==> src/rtl/bin2bcd_seq.sv <==
// bin2bcd_seq: sequential double-dabble binary to packed BCD converter with valid/ready handshakes
module bin2bcd_seq #(
  parameter int W = 8,
  parameter int DIGITS = 3
) (
  input  logic                  clk,
  input  logic                  rst,
  input  logic                  in_valid,
  output logic                  in_ready,
  input  logic [W-1:0]          bin,
  output logic                  out_valid,
  input  logic                  out_ready,
  output logic [4*DIGITS-1:0]   bcd,
  output logic                  busy
);
  localparam int BW = 4 * DIGITS;
  localparam int CW = $clog2(W + 1);
  typedef enum logic [1:0] {IDLE, SHIFT, HOLD} state_t;
  state_t state, state_n;
  logic [W-1:0] sh;
  logic [BW-1:0] acc, adj, acc_n;
  logic [CW-1:0] cnt;
  logic last;
  for (genvar d = 0; d < DIGITS; d++) begin : g_adj
    assign adj[4*d +: 4] = acc[4*d +: 4] >= 4'd5 ? acc[4*d +: 4] + 4'd3 : acc[4*d +: 4];
  end
  assign acc_n = {adj[BW-2:0], sh[W-1]};
  assign last = cnt == CW'(W - 1);
  assign in_ready = state == IDLE;
  assign busy = state == SHIFT;
  assign out_valid = state == HOLD;
  always_ff @(posedge clk or posedge rst)
    if (rst) state <= IDLE;
    else state <= state_n;
  always_comb
    state_n = state == IDLE  ? (in_valid ? SHIFT : IDLE) :
              state == SHIFT ? (last ? HOLD : SHIFT) :
                               (out_ready ? IDLE : HOLD);
  // bcd only changes on the final shift, so it keeps the last result through IDLE
  always_ff @(posedge clk or posedge rst)
    if (rst) begin
      sh  <= '0;
      acc <= '0;
      cnt <= '0;
      bcd <= '0;
    end else if (state == IDLE && in_valid) begin
      sh  <= bin;
      acc <= '0;
      cnt <= '0;
    end else if (state == SHIFT) begin
      sh  <= {sh[W-2:0], 1'b0};
      acc <= acc_n;
      cnt <= cnt + 1'b1;
      if (last) bcd <= acc_n;
    end
endmodule

==> config.mk <==
export PLATFORM = sky130hd
export DESIGN_NAME = bin2bcd_seq
export DESIGN_NICKNAME = d
export VERILOG_FILES = /design/src/rtl/bin2bcd_seq.sv
export SDC_FILE = /design/constraint.sdc
export NUM_CORES = 1
export LEC_CHECK = 0
export ABC_AREA = 1
export CAP_MARGIN = 20
export CORE_MARGIN = 8
export CORE_UTILIZATION = 35
export DETAILED_ROUTE_END_ITERATION = 8
export SETUP_SLACK_MARGIN = 0.15
export SLEW_MARGIN = 15
export SYNTH_ARGS = -nofsm -noshare
export SYNTH_HDL_FRONTEND = slang
export SYNTH_SLANG_ARGS = --single-unit
==> constraint.sdc <==
create_clock -name clk -period 1.44 [get_ports clk]
set_input_delay 0.144 -clock clk [delete_from_list [all_inputs] [get_ports clk]]
set_output_delay 0.144 -clock clk [all_outputs]
set_load 0.02 [all_outputs]
==> impl_metrics.toml, run 1 <==
[final_layout]
utilization_pct = 47.80
antenna_cells = 0
syn_to_final_growth_pct = 30.95
fin_nets = 289
drive_above_1_share_pct = 21.11

[global_route]
grt.total_usage_pct = 11.24
grt_max_degree = 39
grt_pass1_vias = 1517
antenna_found_initial = 0
grt-ovfl-total = 0
grt_pass1_wl_um = 6913

[worst_setup_path]
critPathArrivalTime_ns = 1.50
critical_path.max_stage_delay_ns = 0.42
cpMaxStageDelayCell = "dfrtp_1"
critPathLaunchType = "flop"
crit_path_end_kind = "flop"
critical_path_class = "flop to flop"
required_ns = 1.66
worstPathCellList = "ha_4, nand3_4, nor2_4, buf_6, nand3_1, nand2_1"
cp_max_fo = 5

[floorplan]
die_area_um2 = 8000
io_pins = 27
initial_core_util_pct = 36.50
rows = 26
coreArea_um2 = 5172
die_width_um = 89.45
die_h_um = 89.45

[sta]
final.setup.tns_ns = 0
hold_ws_ns = 0.2030
hold_viol = 0
rsz0062_at_grt = "yes"
fin_skew_ns = 0.007860
finalCritPeriodShare_pct = 88.41
finalCriticalPeriod_ns = 1.273
maxSlewViolCount = 0
timing.fmax_mhz = 785.5
setup_viol = 0
slew_headroom_pct = 79.18
worstMarginPinSlew_ns = 0.3123

[yosys]
synth_area_leader_cell = "dfrtp_1"
synth_flop_cell = "dfrtp_1"
synthArstFlopShare_pct = 100.0
synth_top_area_share_pct = 50.36
synth_common_cells = "nand2_1 (95), dfrtp_1 (38), nand3_1 (29)"
syn_area_per_cell_um2 = 8.245
synth_cells = 229
synth_most_common_cell = "nand2_1"
synth_edf_count = 0
syn-cell-area_um2 = 1888
ys_seq_area_share_pct = 50.36
synth_warnings = 0
ys_top_cells_by_area = "dfrtp_1 (50%), nand2_1 (19%), nand3_1 (7.7%)"
synth_seq_cells = 38
synth_cell_types = 22
syn_nets = 248

[drt]
vias_per_cell = 4.853
drt_iter0_markers = 82
wl_per_cell_um = 12.76
routed-via-count = 1650
drc = 0
dr.pass1.iters = 4
totalWireLength_um = 4339
postRouteAntennaNets = 0

[clock_tree]
clk_latency_ns = 0.29
cts_root_buffer = "clkbuf_8"
clkSinkCount = 38
htreeDepth = 2
cts_buffer_depth = 2
cts.clk_slew.worst_paths_ns = 0.07
cts_buffers = 5
cts_tree = "built"
ctsHoldBuffers = 0

[placed_design]
place_congestion = 0.8388
dpl.hpwl_um = 2794
port_buffers = 26

[pwr]
ir_drop_mv = 0.8718
power_density_nw_per_um2 = 2283
seqPwrFrac_pct = 34.1
internal-power_mw = 3.061
netSwitchingPower_mw = 2.584
combPwrFrac_pct = 54.0
switching_share_pct = 45.77
clockPowerShare_pct = 12.0
p_leak_nw = 1.262
total_power_mw = 5.645

[status]
status = "finished clean"

[run]
cap_viol_max_count = 0

[worst_hold_path]
hold_class = "input pin to async pin"
## cells in the final DEF (no fill, tap or decap), drive strengths merged
master,n
inv,21
buf,16
dlygate4sd2,12
nand2,99
o211ai,1
dfrtp,38
nor2,6
nand4,6
a21oi,2
clkdlybuf4s50,11
clkbuf,7
ha,7
clkinvlp,1
o21ai,11
o22ai,2
nand3,29
a21boi,1
## logic make-up after synthesis
group | Yosys count | synth area share, %
adders and majority gates | 7 | 4.639
DFF | 38 | 50.36
AOI/OAI and AO/OA | 17 | 4.904
and+or+nand+nor | 140 | 32.87
buffers and inverters | 27 | 7.223
## area by class of cell
| cell class | instances | area (um^2) |
|---|---|---|
| tap | 70 | 87.58 |
| clock buffer | 7 | 76.32 |
| multi-input combinational | 164 | 905.9 |
| inverter | 22 | 96.34 |
| timing repair buffer | 39 | 354.1 |
| fill | 529 | 2700 |
| sequential | 38 | 952.2 |
## path summary, 6_finish.rpt
kind | startpoint | endpoint | slack (ns) | cells past startpoint
setup / recovery | cnt[1] | bcd[4] | 0.17 | 6
hold / removal | rst | acc[9] | 0.20 | 3
setup reg to reg | cnt[1] | bcd[4] | 0.17 | 6
hold reg to reg | bcd[3] | bcd[3] | 0.46 | 2
max in group asynchronous | rst | state[0] | 1.03 | 3
min in group clk | bin[0] | sh[0] | 0.40 | 3
## flip-flops by register name, summed over array words and instances (netlist names)
signal and flops:
acc 12, bcd 12, cnt 4, sh 8
state 2
## layer usage
metal	GRT usage (%)	wire [um]	up-vias	part of all wire (%)
li1	-	-	814	-
met1	14.19	2026	796	47
met2	17.71	2037	32	47
met3	3.033	194	8	4.5
met4	4.532	80	0	1.8
met5	0	0	-	0
## power groups by stage
| stage | clock network (mW) | registers, mW | logic (mW) |
|---|---|---|---|
| floorplan | 0 | 2.00 | 1.83 |
| global placement | 0 | 1.88 | 2.72 |
| detailed placement | 0 | 1.90 | 2.76 |
| CTS | 0.713 | 1.87 | 2.70 |
| global route | 0.752 | 1.99 | 3.42 |
| finish | 0.676 | 1.92 | 3.05 |
## worst max-delay path, delay by kind of cell, from the launching register on
kind,cells,cell delay [ns]
fa+ha+maj,1,0.18
buf+inv,1,0.16
flops,1,0.42
simple gates,4,0.46
## per-stage QoR
step / cells / setup WS [ns] / cell area, um^2
after detailed placement: 325 / 0.05461 / 2242
after floorplan: 229 / 0.2312 / 1893
after global routing: 340 / 0.1187 / 2472
after CTS: 334 / 0.03990 / 2327
after global placement: 325 / 0.08017 / 2242
final: 340 / 0.1669 / 2472
## what timing repair did
action,in CTS,in global routing
setup endpoints to repair,29,27
buffers inserted,2,5
gates cloned,0,1
pin swaps,0,12
resized for setup,26,41
Power figures use the tool's default switching activity.
==> run 2, diff against run 1 <==
--- a/config.mk
+++ b/config.mk
@@ -7,5 +7,5 @@
 export LEC_CHECK = 0
 export ABC_AREA = 1
-export CAP_MARGIN = 20
+export CAP_MARGIN = 5
 export CORE_MARGIN = 8
 export CORE_UTILIZATION = 35
==> constraint.sdc (replaced) <==
create_clock -name clk -period 1.44 [get_ports clk]
set_input_delay 0.288 -clock clk [delete_from_list [all_inputs] [get_ports clk]]
set_output_delay 0.288 -clock clk [all_outputs]
set_load 0.02 [all_outputs]
==> run 2 against run 1 <==
Effect of this change: register-to-register slack got worse by 0.02 ns; combinational power grew 10%; die area stayed put; critical path depth fell by 3; first-iteration DRC count is 7.3% higher; global-route usage increased by 0.070 points; worst setup slack got worse by 0.068 ns; maximum frequency down 5.1%; clock power grew 11%; largest power group unchanged.
==> impl_metrics.toml, run 2 (synthesis results as in run 1) <==
[drt]
totalWireLength_um = 4413
wl_met1_um = 1916
drc = 0
routed.top_layer = "met4"
wl_per_cell_um = 12.79
dr_wl_met2_um = 2219
drt_iter0_markers = 88
vias_per_cell = 4.719
dr.pass1.iters = 4
wl_met3_um = 241
routed-via-count = 1628
postRouteAntennaNets = 0

[final_layout]
finalNonFillerCells = 345
final_cell_mix = "nand2_1 (85), dfrtp_1 (37), nand3_1 (17)"
final-seq-area_um2 = 952.2
multi_input_area_um2 = 943.4
design_area_um2 = 2601
syn_to_final_growth_pct = 37.77
nFillCells = 507
drive_above_1_share_pct = 26.91
fin_nets = 293
reg_top3 = "acc: 12 flops, bcd: 12 flops, sh: 8 flops"
antenna_cells = 0
mostFrequentLayoutCell = "nand2_1"

[pwr]
power_density_nw_per_um2 = 2313
clockPowerShare_pct = 12.5
internal-power_mw = 3.301
ir_drop_mv = 0.8104
total_power_mw = 6.018
switching_share_pct = 45.15
combPwrFrac_pct = 55.8
seqPwrFrac_pct = 31.7
netSwitchingPower_mw = 2.717
p_leak_nw = 1.268

[placed_design]
placed_cells = 325
place_area_um2 = 2242
place_ws_ns = -0.09497
dpl.hpwl_um = 2754
port_buffers = 26
place_congestion = 0.8261

[sta]
setup_viol = 0
finalCriticalPeriod_ns = 1.341
slew_headroom_pct = 81.54
worstMarginPinSlew_ns = 0.2740
timing.fmax_mhz = 745.7
fin_ws_ns = 0.09901
hold_viol = 0
finalCritPeriodShare_pct = 93.12
maxSlewViolCount = 0
fin_skew_ns = 0.005782
rsz0062_at_grt = "yes"

[global_route]
grt.total_usage_pct = 11.31
grt-ovfl-total = 0
grt_pass1_wl_um = 7058
grt_max_degree = 39
grt_pass1_vias = 1546
antenna_found_initial = 0

[clock_tree]
htreeDepth = 2
cts_buffer_depth = 2
cts_tree = "built"
clk_latency_ns = 0.29
cts_buffers = 5
clkSinkCount = 38
cts_root_buffer = "clkbuf_8"
cts.clk_slew.worst_paths_ns = 0.07

[worst_setup_path]
startpoint = "state[0]"
timing.rr.start = "acc[8]"
rr_worst_depth = 6
critPathArrivalTime_ns = 1.05
critPathLaunchType = "flop"
regToRegSetupSlack_ns = 0.15
crit_end = "in_ready"
reg2reg_to = "acc[10]"
required_ns = 1.15
cp_max_fo = 3
critical_path_class = "flop to primary output"
crit_path_end_kind = "primary output"

[floorplan]
coreArea_um2 = 5172
die_area_um2 = 8000
initial_core_util_pct = 36.50
rows = 26
die_width_um = 89.45
die_h_um = 89.45
io_pins = 27

[worst_hold_path]
hold_class = "input pin to async pin"

[run]
cap_viol_max_count = 0

[status]
status = "finished clean"
[run 2: cell count changes in the layout (fill, tap and decap cells not counted), sizes merged]
| cell | previous run | this run |
|---|---|---|
| buf | 16 | 20 |
| clkbuf | 7 | 9 |
| clkdlybuf4s15 | 0 | 10 |
| clkinv | 0 | 1 |
| dlygate4sd2 | 12 | 0 |
[run 2: stage by stage]
stage | TNS, ns | utilization (%) | hold WS (ns)
floorplan | 0 | - | 0.3844
global placement | -0.1352 | 43.35 | 0.4552
detailed placement | -0.1962 | 43.35 | 0.4613
CTS | 0 | 47.02 | 0.3552
global route | 0 | 50.29 | 0.3679
finish | 0 | 50.29 | 0.3422
[run 2: area by class of cell]
| type | count | area share [%] |
|---|---|---|
| repair buffers | 43 | 16.16 |
| clock buffers | 7 | 3.319 |
| inverters | 22 | 4.089 |
| flip-flops and latches | 38 | 36.60 |
| multi-input cells | 164 | 36.27 |
| well taps | 70 | 3.367 |
| clock inverters | 1 | 0.1924 |
[run 2: power groups by stage]
| stage | clock (mW) | sequential [mW] | combinational [mW] |
|---|---|---|---|
| after floorplan | 0 | 2.00 | 1.83 |
| after global placement | 0 | 1.88 | 2.71 |
| final | 0.753 | 1.91 | 3.36 |
| after CTS | 0.777 | 1.86 | 2.95 |
| after detailed placement | 0 | 1.90 | 2.75 |
| after global routing | 0.832 | 1.97 | 3.75 |
[run 2: critical path, cell delays in order (launching register included)]
cell and delay [ns]:
dfrtp_2 0.44, buf_6 0.13, nor2_4 0.08, buf_6 0.12
[run 2: worst min path at each step]
stage                     slack [ns]       end  cells after the start      start
after floorplan                 0.38  state[1]                      1  out_ready
after global placement          0.46    bcd[3]                      2     bcd[3]
after detailed placement        0.46    bcd[3]                      2     bcd[3]
after CTS                       0.36     sh[5]                      3        rst
after global routing            0.37   bcd[10]                      3        rst
final                           0.34   bcd[10]                      3        rst
[run 2: repair_timing]
item,in CTS,in global routing
resized for setup,49,51
gates cloned,1,0
pin swaps,5,22
hold buffers,0,0
setup buffers,6,5
setup endpoints to repair,28,47
[run 2: per-layer routing]
metal,global-route usage [%],up-vias
li1,-,830
met1,14.22,754
met2,18.38,39
met3,3.217,5
met4,3.172,0
met5,0,-
==> run 3, diff against run 2 <==
Settings changed: CTS_CLUSTER_SIZE from default to 25.
==> results of run 3 <==
Same layout as run 2: the final DEF is identical, and so are final timing and power.
